### config.mk
export PLATFORM = sky130hd
export DESIGN_NAME = sipo_frame_ctrl
export DESIGN_NICKNAME = d
export VERILOG_FILES = /design/src/rtl/sipo_frame_ctrl.sv
export SDC_FILE = /design/constraint.sdc
export NUM_CORES = 1
export LEC_CHECK = 0
export CORE_MARGIN = 2
export CORE_UTILIZATION = 40
export CTS_CLUSTER_SIZE = 25
export DETAILED_ROUTE_END_ITERATION = 16
export PLACE_DENSITY = 0.83
export SYNTH_ARGS = -nofsm -noshare
export SYNTH_HDL_FRONTEND = slang
export SYNTH_SLANG_ARGS = --single-unit
### constraint.sdc
create_clock -name clk -period 1.7 [get_ports clk]
set_clock_uncertainty 0.2 [all_clocks]
set_input_delay 0.34 -clock clk [delete_from_list [all_inputs] [get_ports clk]]
set_output_delay 0.34 -clock clk [all_outputs]
set_load 0.01 [all_outputs]
### src/rtl/sipo_frame_ctrl.sv
// Sequencing controller for an external SIPO: clears it on frame start, gates
// WIDTH serial bits in, then captures the parallel word into a one-entry
// valid/ready output buffer. Reports frame aborts and overruns.
module sipo_frame_ctrl #(
    parameter int WIDTH      = 4,
    parameter int CNT_W      = $clog2(WIDTH + 1),
    parameter bit CONTINUOUS = 1'b0
) (
    input  logic             clk,
    input  logic             reset,
    input  logic             a_in,
    input  logic             bit_valid,
    input  logic             start,
    input  logic [WIDTH-1:0] sr_q,
    output logic             sr_din,
    output logic             shift_en,
    output logic             sr_clear,
    output logic [WIDTH-1:0] p_data,
    output logic             p_valid,
    input  logic             p_ready,
    output logic             busy,
    output logic             abort,
    output logic             overrun,
    input  logic             clr_ovr
);

    typedef enum logic [1:0] {
        IDLE  = 2'd0,
        SHIFT = 2'd1,
        LOAD  = 2'd2,
        HOLD  = 2'd3
    } state_t;

    localparam logic [CNT_W-1:0] LAST_BIT = CNT_W'(WIDTH - 1);

    state_t             state_q, state_d;
    logic [CNT_W-1:0]   cnt_q, cnt_d;
    logic [WIDTH-1:0]   p_data_q, p_data_d;
    logic               p_valid_q, p_valid_d;
    logic               abort_q, abort_d;
    logic               overrun_q, overrun_d;
    logic               ovr_set;
    logic               buf_free;

    // The buffer can take a new word if empty or being drained on this edge.
    assign buf_free = !p_valid_q || p_ready;

    always_ff @(posedge clk or negedge reset) begin
        if (!reset) begin
            state_q   <= IDLE;
            cnt_q     <= '0;
            p_data_q  <= '0;
            p_valid_q <= 1'b0;
            abort_q   <= 1'b0;
            overrun_q <= 1'b0;
        end else begin
            state_q   <= state_d;
            cnt_q     <= cnt_d;
            p_data_q  <= p_data_d;
            p_valid_q <= p_valid_d;
            abort_q   <= abort_d;
            overrun_q <= overrun_d;
        end
    end

    always_comb begin
        state_d   = state_q;
        cnt_d     = cnt_q;
        p_data_d  = p_data_q;
        p_valid_d = p_valid_q;
        abort_d   = 1'b0;
        ovr_set   = 1'b0;
        shift_en  = 1'b0;
        sr_clear  = 1'b0;

        if (p_valid_q && p_ready) begin
            p_valid_d = 1'b0;
        end

        case (state_q)
            IDLE: begin
                if (start) begin
                    sr_clear = 1'b1;
                    cnt_d    = '0;
                    state_d  = SHIFT;
                end
            end
            SHIFT: begin
                // A restart beats a coincident bit: the partial frame is dropped.
                if (start) begin
                    sr_clear = 1'b1;
                    cnt_d    = '0;
                    abort_d  = 1'b1;
                end else if (bit_valid) begin
                    shift_en = 1'b1;
                    if (cnt_q == LAST_BIT) begin
                        cnt_d   = '0;
                        state_d = LOAD;
                    end else begin
                        cnt_d = cnt_q + CNT_W'(1);
                    end
                end
            end
            LOAD, HOLD: begin
                if (bit_valid) begin
                    ovr_set = 1'b1;
                end
                if (buf_free) begin
                    p_data_d  = sr_q;
                    p_valid_d = 1'b1;
                    if (CONTINUOUS) begin
                        sr_clear = 1'b1;
                        state_d  = SHIFT;
                    end else begin
                        state_d = IDLE;
                    end
                end else begin
                    state_d = HOLD;
                end
            end
            default: state_d = IDLE;
        endcase

        overrun_d = clr_ovr ? 1'b0 : (overrun_q || ovr_set);
    end

    assign sr_din  = a_in;
    assign p_data  = p_data_q;
    assign p_valid = p_valid_q;
    assign busy    = (state_q != IDLE);
    assign abort   = abort_q;
    assign overrun = overrun_q;

endmodule
==> out/results.txt, run 1 <==
The run finished with clean final reports. The floorplan step defined a die boundary enclosing 1640 µm². The minimum clock period after layout is 1.69 ns. Setup repair after global routing could not meet its margin everywhere. In the final design database the tool counted 88 nets.

The largest family of logic cells by synthesized area was compound AO/OA/AOI/OAI gates. After Yosys synthesis, XOR and XNOR cells account for 0% of the synthesized area. The run gives 22.4% as the total global routing track utilization. The number of nets handed over by synthesis was 58. The routed layout has 479 vias. The slowest stage of the critical path belongs to the cell sky130_fd_sc_hd__dfrtp_2.

In this run the count of I/O pins placed on the die edge is 22. Clock-pin slew was measured on the worst setup and hold paths at 0.08 ns. Source-to-sink clock delay at the later pin of the worst-skew pair: 0.28 ns. The critical path goes through or2_2, buf_6. In this run the horizontal extent of the chip is 40.5 µm.

Counting the fill cells in the layout gives 95. The setup slack of the most critical reg-to-reg path is 0.20 ns, and the total clock buffers created by CTS is 3. IR analysis of the VDD net gives a maximum drop of 533 µV. The total area inside the core boundary comes to 1270 µm². The met2 track demand over resource was 37.3%.

The worst register-to-register path begins at state_q[1]$_DFFE_PN0P_. The H-tree depth is 1, and the count of routing violations after the opening detailed-route iteration is 15. Summing the areas of all compound-gate instances in the mapped netlist gives 14.3% of the synthesized area.

The buffering stage count on the worst path with inverters included is 1. Number of synthesis warnings: 0. The kind of cell with the highest combined delay along the critical path is flip-flops.

Layer with the highest usage: met2. After technology mapping, the gate count stands at 46. The data arrival time of the critical path is 1.15 ns, and the starting density of the core is 42.0%. For this design, the sink count on the clock tree is 12.

The routed length per instance is 16.2 µm. The worst hold path belongs to the class primary input to asynchronous set/reset pin. For the pin with the worst max-slew slack, the measured transition is 0.242 ns. Input and output buffers added on the ports amount to 19.

The power per cell area was 795 nW/µm²; the proportion of layout cells with a drive suffix above 1 was 31.1%. Derived from the worst setup path, the maximum achievable clock frequency is 591 MHz. The mapped netlist covers 533 µm². The post-synthesis mux area share was 8.45%.

In this run the worst path has a maximum fanout of 4. The first global-routing pass estimated 2170 µm of wire. Sequential elements use 56.3% of the synthesized area. Global routing usage on met3: 6.11%.

From synthesis to final layout, the design area changed by 51.9%. Once detailed placement completed, the half-perimeter wirelength came to 908 µm. The critical path in this run is classified as register to output port. After detailed routing, the number of vias per cell comes to 5.38.

The critical path's largest stage delay works out to 0.45 ns. At the worst endpoint, the required time is 1.16 ns. The logs give 0 for the final count of hold timing violations and 13 for the maximum number of pins on one net before global-route repair. The share of synthesized area in the top cell type comes to 56.3%. The final worst-path cycle share is 99.5%, and the simple logic cell fraction of the synthesized area is 12.9%. For the total setup violations reported at the end of the flow, the log shows 0. The category of the worst setup path launch point was a register.

The clock tree root driver cell was sky130_fd_sc_hd__clkbuf_4. The mean cell area of the mapped netlist came out at 11.6 µm². The final core area utilization is 63.8%. The tools report the number of rows created at floorplan as 13. The run gives 0 as the max capacitance violation total. The synthesized netlist devotes 2.35% of its cell area to adder and majority cells. Number of antenna violations at the first check in global routing: 0. In the global route stage, met1 resource usage came out at 24.6%.

In the post-synthesis netlist, the biggest area contributors are sky130_fd_sc_hd__dfrtp_1, sky130_fd_sc_hd__mux2_2, sky130_fd_sc_hd__a21boi_0. After global routing the overflow that remains totals 0. The worst register-to-register path has a depth of 3. At the end of routability-driven placement, the weighted congestion stood at 0.812. The worst setup path is captured at an output port. The via count of the first global-routing pass was 478.

The run gives 0 as the final number of max-transition violations. Summed over all instances, the cell type with the most area after synthesis is sky130_fd_sc_hd__dfrtp_1. The worst register-to-register path ends at p_data[2]$_DFFE_PN0P_. The final antenna diode count was 0.

No sink is reached through more buffers than the 2 on the longest clock path. The number of different library cells used by synthesis comes to 24. For this run, the detailed router's first-pass iteration total came to 4. TritonCTS built the clock tree. For this block, the routed nets add up to 1440 µm of wire.

In this run the static leakage power is 0.431 nW. Once detail routing completed, the nets flagged for antenna violations numbered 0. Flip-flop and latch count after synthesis: 12.

Post-detailed-route DRC marker count: 0. Measured along the y axis, the die boundary spans 40.5 µm. The max-slew headroom at the worst pin is 83.7%. Summing internal, switching and leakage power gives 0.643 mW.
-- per-stage QoR --
stage	instance area (µm²)	std cells	TNS, ns	worst slack [ns]	hold slack, ns
2_1_floorplan	533	46	0	0.339	-0.156
3_3_place_gp	776	85	-1.21	-0.495	0.289
3_5_place_dp	776	85	-1.33	-0.524	0.285
4_1_cts	781	88	-0.0527	-0.0527	0.169
5_1_grt	810	89	-0.0731	-0.0398	0.180
6_report	810	89	0	0.00775	0.165
-- layer usage --
metal  wire length, µm  part of all wire (%)
met1               532                    37
met2               786                    55
met3               100                   6.9
met4                21                   1.5
met5                 0                     0
-- sequential cells by signal, indices dropped and copies added (netlist names) --
name     flops
abort        1
cnt_q        3
overrun      1
p_data       4
p_valid      1
state_q      2
-- how the worst max path moves through the flow --
| stage | from | to | cells after the start |
|---|---|---|---|
| after floorplan | state_q[1]$_DFFE_PN0P_ | shift_en | 2 |
| after global placement | bit_valid | shift_en | 4 |
| after detailed placement | bit_valid | shift_en | 4 |
| after CTS | bit_valid | shift_en | 4 |
| after global routing | state_q[0]$_DFFE_PN0P_ | shift_en | 3 |
| final | state_q[1]$_DFFE_PN0P_ | busy | 2 |
-- cell usage after synthesis --
library cell / count
sky130_fd_sc_hd__a21boi_0: 2
sky130_fd_sc_hd__a21oi_1: 2
sky130_fd_sc_hd__or2_2: 1
sky130_fd_sc_hd__a31oi_1: 1
sky130_fd_sc_hd__and3_1: 1
sky130_fd_sc_hd__o21ai_0: 1
sky130_fd_sc_hd__nand2b_1: 1
sky130_fd_sc_hd__o21ai_1: 1
sky130_fd_sc_hd__dfrtp_1: 12
sky130_fd_sc_hd__buf_4: 1
sky130_fd_sc_hd__and3b_1: 1
sky130_fd_sc_hd__mux2_2: 4
sky130_fd_sc_hd__o22ai_1: 1
sky130_fd_sc_hd__or2b_1: 1
sky130_fd_sc_hd__o31a_2: 1
sky130_fd_sc_hd__nor2_1: 2
sky130_fd_sc_hd__a2bb2o_1: 1
sky130_fd_sc_hd__inv_1: 3
sky130_fd_sc_hd__nand2_1: 4
sky130_fd_sc_hd__buf_6: 1
sky130_fd_sc_hd__nor3_1: 1
sky130_fd_sc_hd__a32oi_1: 1
sky130_fd_sc_hd__nor2b_1: 1
sky130_fd_sc_hd__ha_1: 1
-- where the power goes --
part	internal (mW)	leakage (nW)	total (mW)	switching, mW
Combinational	0.0797	0.262	0.139	0.0593
Sequential	0.312	0.155	0.327	0.0158
Clock	0.0820	0.0138	0.177	0.0950
-- area by class of cell --
| type | instances | area (µm²) | area share [%] |
|---|---|---|---|
| inverter | 3 | 11.3 | 1.39 |
| clock buffer | 3 | 22.5 | 2.78 |
| sequential | 12 | 302 | 37.2 |
| multi-input combinational | 29 | 216 | 26.7 |
| timing repair buffer | 27 | 239 | 29.5 |
| tap | 15 | 18.8 | 2.32 |
-- kinds of logic (layout without fill, tap and decap cells) --
family | Yosys count | count (layout)
buffers and inverters | 5 | 33
AOI/OAI and AO/OA | 11 | 11
DFF | 12 | 12
adders and majority gates | 1 | 1
and+or+nand+nor | 13 | 13
muxes | 4 | 4
-- layout by cell type, fill, tap and decap left out, drive strengths merged --
master	Yosys	final
nand2b	1	1
nor3	1	1
o22ai	1	1
dfrtp	12	12
nand2	4	4
and3b	1	1
dlygate4sd2	0	6
a21boi	2	2
inv	3	3
dlymetal6s2s	0	2
a2bb2o	1	1
a21oi	2	2
or2b	1	1
and3	1	1
nor2b	1	1
a32oi	1	1
a31oi	1	1
buf	2	11
nor2	2	2
or2	1	1
clkbuf	0	3
o21ai	2	2
mux2	4	4
ha	1	1
o31a	1	1
clkdlybuf4s50	0	8
-- timing repair --
item / in CTS / in global routing
resized for setup: 19 / 6
buffers inserted: 0 / 1
hold buffers: 0 / 0
setup endpoints to repair: 8 / 4
pin swaps: 0 / 2
Note: power is estimated with default switching activity, not from simulation.
==> run 2: changes to the inputs <==
--- a/config.mk
+++ b/config.mk
@@ -5,6 +5,7 @@
 export SDC_FILE = /design/constraint.sdc
 export NUM_CORES = 1
 export LEC_CHECK = 0
+export CAP_MARGIN = 10
 export CORE_MARGIN = 2
 export CORE_UTILIZATION = 40
 export CTS_CLUSTER_SIZE = 25
==> results of run 2 <==
No change in the layout: final DEF, timing and power equal those of run 1.
==> run 3: changes to the inputs <==
--- a/config.mk
+++ b/config.mk
@@ -10,7 +10,7 @@
 export CORE_UTILIZATION = 40
 export CTS_CLUSTER_SIZE = 25
 export DETAILED_ROUTE_END_ITERATION = 16
-export PLACE_DENSITY = 0.83
+export PLACE_DENSITY = 0.75
 export SYNTH_ARGS = -nofsm -noshare
 export SYNTH_HDL_FRONTEND = slang
 export SYNTH_SLANG_ARGS = --single-unit
==> out/results.txt, run 3 (same netlist as run 1, synthesis figures left out) <==
Summed over all nets, the half-perimeter wirelength after detailed placement is 896 µm. 22 I/O pins were placed. The tree is rooted in a sky130_fd_sc_hd__clkbuf_4. The number of flip-flops under the largest register name is 4. The most numerous cell on the critical path was sky130_fd_sc_hd__buf_6.

The worst endpoint required time is 1.16 ns, and the post-detailed-route DRC marker count is 0. The number of rows created at floorplan is 13, and the number of iterations in the first detailed-routing pass is 4. Entering global routing, the biggest net connects 13 pins. The library cells used most frequently in the layout, excluding fill and tap cells, are sky130_fd_sc_hd__dfrtp_1, sky130_fd_sc_hd__buf_4, sky130_fd_sc_hd__clkdlybuf4s50_1. The tools report the via count of the first global-routing pass as 471. The critical path is of the register to output port type. The vertical extent of the die was 40.5 µm.

The count of hold buffers inserted by post-cts repair came out at 0. Overall die width: 40.5 µm. Of the cells placed in the final design, the portion with a size suffix greater than 1 is 36.3%. The tools report the capturing element of the worst setup path as shift_en.

For the number of cells in the design after placement, the log shows 85. Clock tree synthesis found a total of 12 sinks. Wire length of the first global-routing pass: 2130 µm. The slew at the pin closest to its max-slew limit came out at 0.210 ns. The remaining antenna violation count was 0.

The number of cells on the worst reg-to-reg path is 8. The final number of max-transition violations was 0; the worst-case vdd ir drop was 628 µV. The run gives 0.721 as the routability-driven placement congestion ratio. The analysis attributes to cell leakage a power of 0.481 nW. Setup repair after global routing could not meet its margin everywhere. The largest fanout on the critical path is 4. The largest single stage delay on the critical path is 0.39 ns. The detailed router finished its first iteration with 7 violations. Static timing analysis puts the maximum clock frequency at 598 MHz.

The number of buffers and inverters on the critical path is 2. Worst flop-to-flop path startpoint: state_q[0]$_DFFE_PN0P_. The run finished with clean final reports. The cell family contributing the most delay on the critical path is flip-flops. Walking the worst path, the cells encountered are buf_6, nor3_4, buf_6. In the final design database the tool counted 93 nets. The count of buffers added on input and output ports is 19. For the finished layout, the period the worst path requires is 1.67 ns. The final route contains 491 vias. The repair_antennas step left the layout with diodes totalling 0. The worst setup path is captured at an output port.

The category of the worst setup path launch point is a register. The tools report the area of the die as 1640 µm². The path class of the tightest hold or removal check is primary input to asynchronous set/reset pin.

The tools report the H-tree depth as 1. STA puts the critical path data arrival time at 1.13 ns. The core region is 1270 µm². The run gives 0 as the number of antenna violations at the first check in global routing. Leading cell type in the layout, fill and taps excluded: sky130_fd_sc_hd__dfrtp_1. Fill cells in the final layout number 101. Setup violations remaining at the end of the flow were counted as 0.

The run gives 0.27 ns as the source-to-sink clock delay at the later pin of the worst-skew pair. For the maximum count of clock buffers along a single path, the log shows 2. TritonCTS created 3 clock buffers.

CTS clock-pin slew for the worst setup and hold paths: 0.08 ns. Layout-stage area growth over the synthesis result: 66.2%. For flop-to-flop paths, the worst setup slack is 0.12 ns. Dividing the detail-routed wire length by the instance count gives 14.6 µm. Across every metal layer, demand over resource in global routing totals 21.1%. In this run the critical register-to-register path is captured at cnt_q[1]$_DFFE_PN0P_. Counting buffers and inverters, the worst setup path is 3 cells deep. The logs give 86.0% for the max-slew headroom at the worst pin and 0 for the final count of hold timing violations. TritonCTS built the clock tree. The starting density of the core is 42.0%, and the power per cell area is 789 nW/µm².

The tools report the total wire length as 1390 µm. Master of the slowest instance on the critical path: sky130_fd_sc_hd__dfrtp_1. In this run the worst setup path begins at state_q[1]$_DFFE_PN0P_. Max-cap violations in this run came to 0. For the total power consumption of the routed design, the log shows 0.699 mW.

Global routing finished with a remaining overflow of 0. After layout, the worst path uses 98.4% of the clock period. Once layout is complete, the cells apart from fillers number 95. Using the TritonRoute via totals, the vias-per-cell ratio works out to 5.17.
==> run 3: where the power goes <==
part	total [mW]	switching [mW]	leakage, nW	internal (mW)
sequential	0.325	0.0133	0.157	0.311
clock	0.223	0.0931	0.0210	0.130
combinational	0.151	0.0625	0.303	0.0886
total	0.699	0.169	0.481	0.530
==> run 3: per-layer routing <==
layer	vias up	part of all wire [%]	GRT usage, %	routed length [µm]
met5	-	0	0	0
met4	0	0.43	10.0	6
met3	2	5.8	8.89	81
met2	24	53	34.9	740
met1	238	40	22.9	556
li1	227	-	-	-
==> run 3: timing repair <==
action	in CTS	in global routing
endpoints found under the setup margin	7	6
buffers inserted	7	0
resized for setup	18	11
pin swaps	2	3
==> run 3: how the worst min path moves through the flow <==
stage | depth (start not counted) | slack [ns] | end
floorplan | 0 | -0.16 | abort$_DFF_PN0_
finish | 2 | 0.17 | cnt_q[0]$_DFFE_PN0P_
detailed placement | 1 | 0.29 | p_data[2]$_DFFE_PN0P_
global route | 2 | 0.18 | cnt_q[2]$_DFFE_PN0P_
global placement | 1 | 0.29 | p_data[3]$_DFFE_PN0P_
CTS | 2 | 0.17 | cnt_q[2]$_DFFE_PN0P_
==> run 3: final cells by class <==
type / count / area, µm² / share of cell area [%]
Sequential cell: 12 / 300 / 33.9
Timing Repair Buffer: 32 / 290 / 32.8
Multi-Input combinational cell: 29 / 229 / 25.8
Clock buffer: 4 / 36.3 / 4.10
Tap cell: 15 / 18.8 / 2.12
Inverter: 3 / 11.3 / 1.27
==> run 3: worst reg2reg max path: stages (launching register included) <==
cell,delay (ns)
sky130_fd_sc_hd__dfrtp_1,0.37
sky130_fd_sc_hd__buf_6,0.12
sky130_fd_sc_hd__nand2_4,0.06
sky130_fd_sc_hd__buf_6,0.12
sky130_fd_sc_hd__buf_4,0.12
sky130_fd_sc_hd__buf_4,0.12
sky130_fd_sc_hd__buf_4,0.12
sky130_fd_sc_hd__a32oi_2,0.14
sky130_fd_sc_hd__o21ai_1,0.09
==> run 3: through the flow <==
step	hold slack [ns]	setup TNS (ns)	instance area, µm²	utilization, %	setup slack [ns]
4_1_cts	0.168	0	855	67.4	0.00642
6_report	0.167	0	886	69.8	0.0264
5_1_grt	0.176	-0.0349	886	69.8	-0.0349
2_1_floorplan	-0.156	0	533	-	0.339
3_5_place_dp	0.293	-1.18	776	61.1	-0.518
3_3_place_gp	0.286	-1.08	776	61.1	-0.515
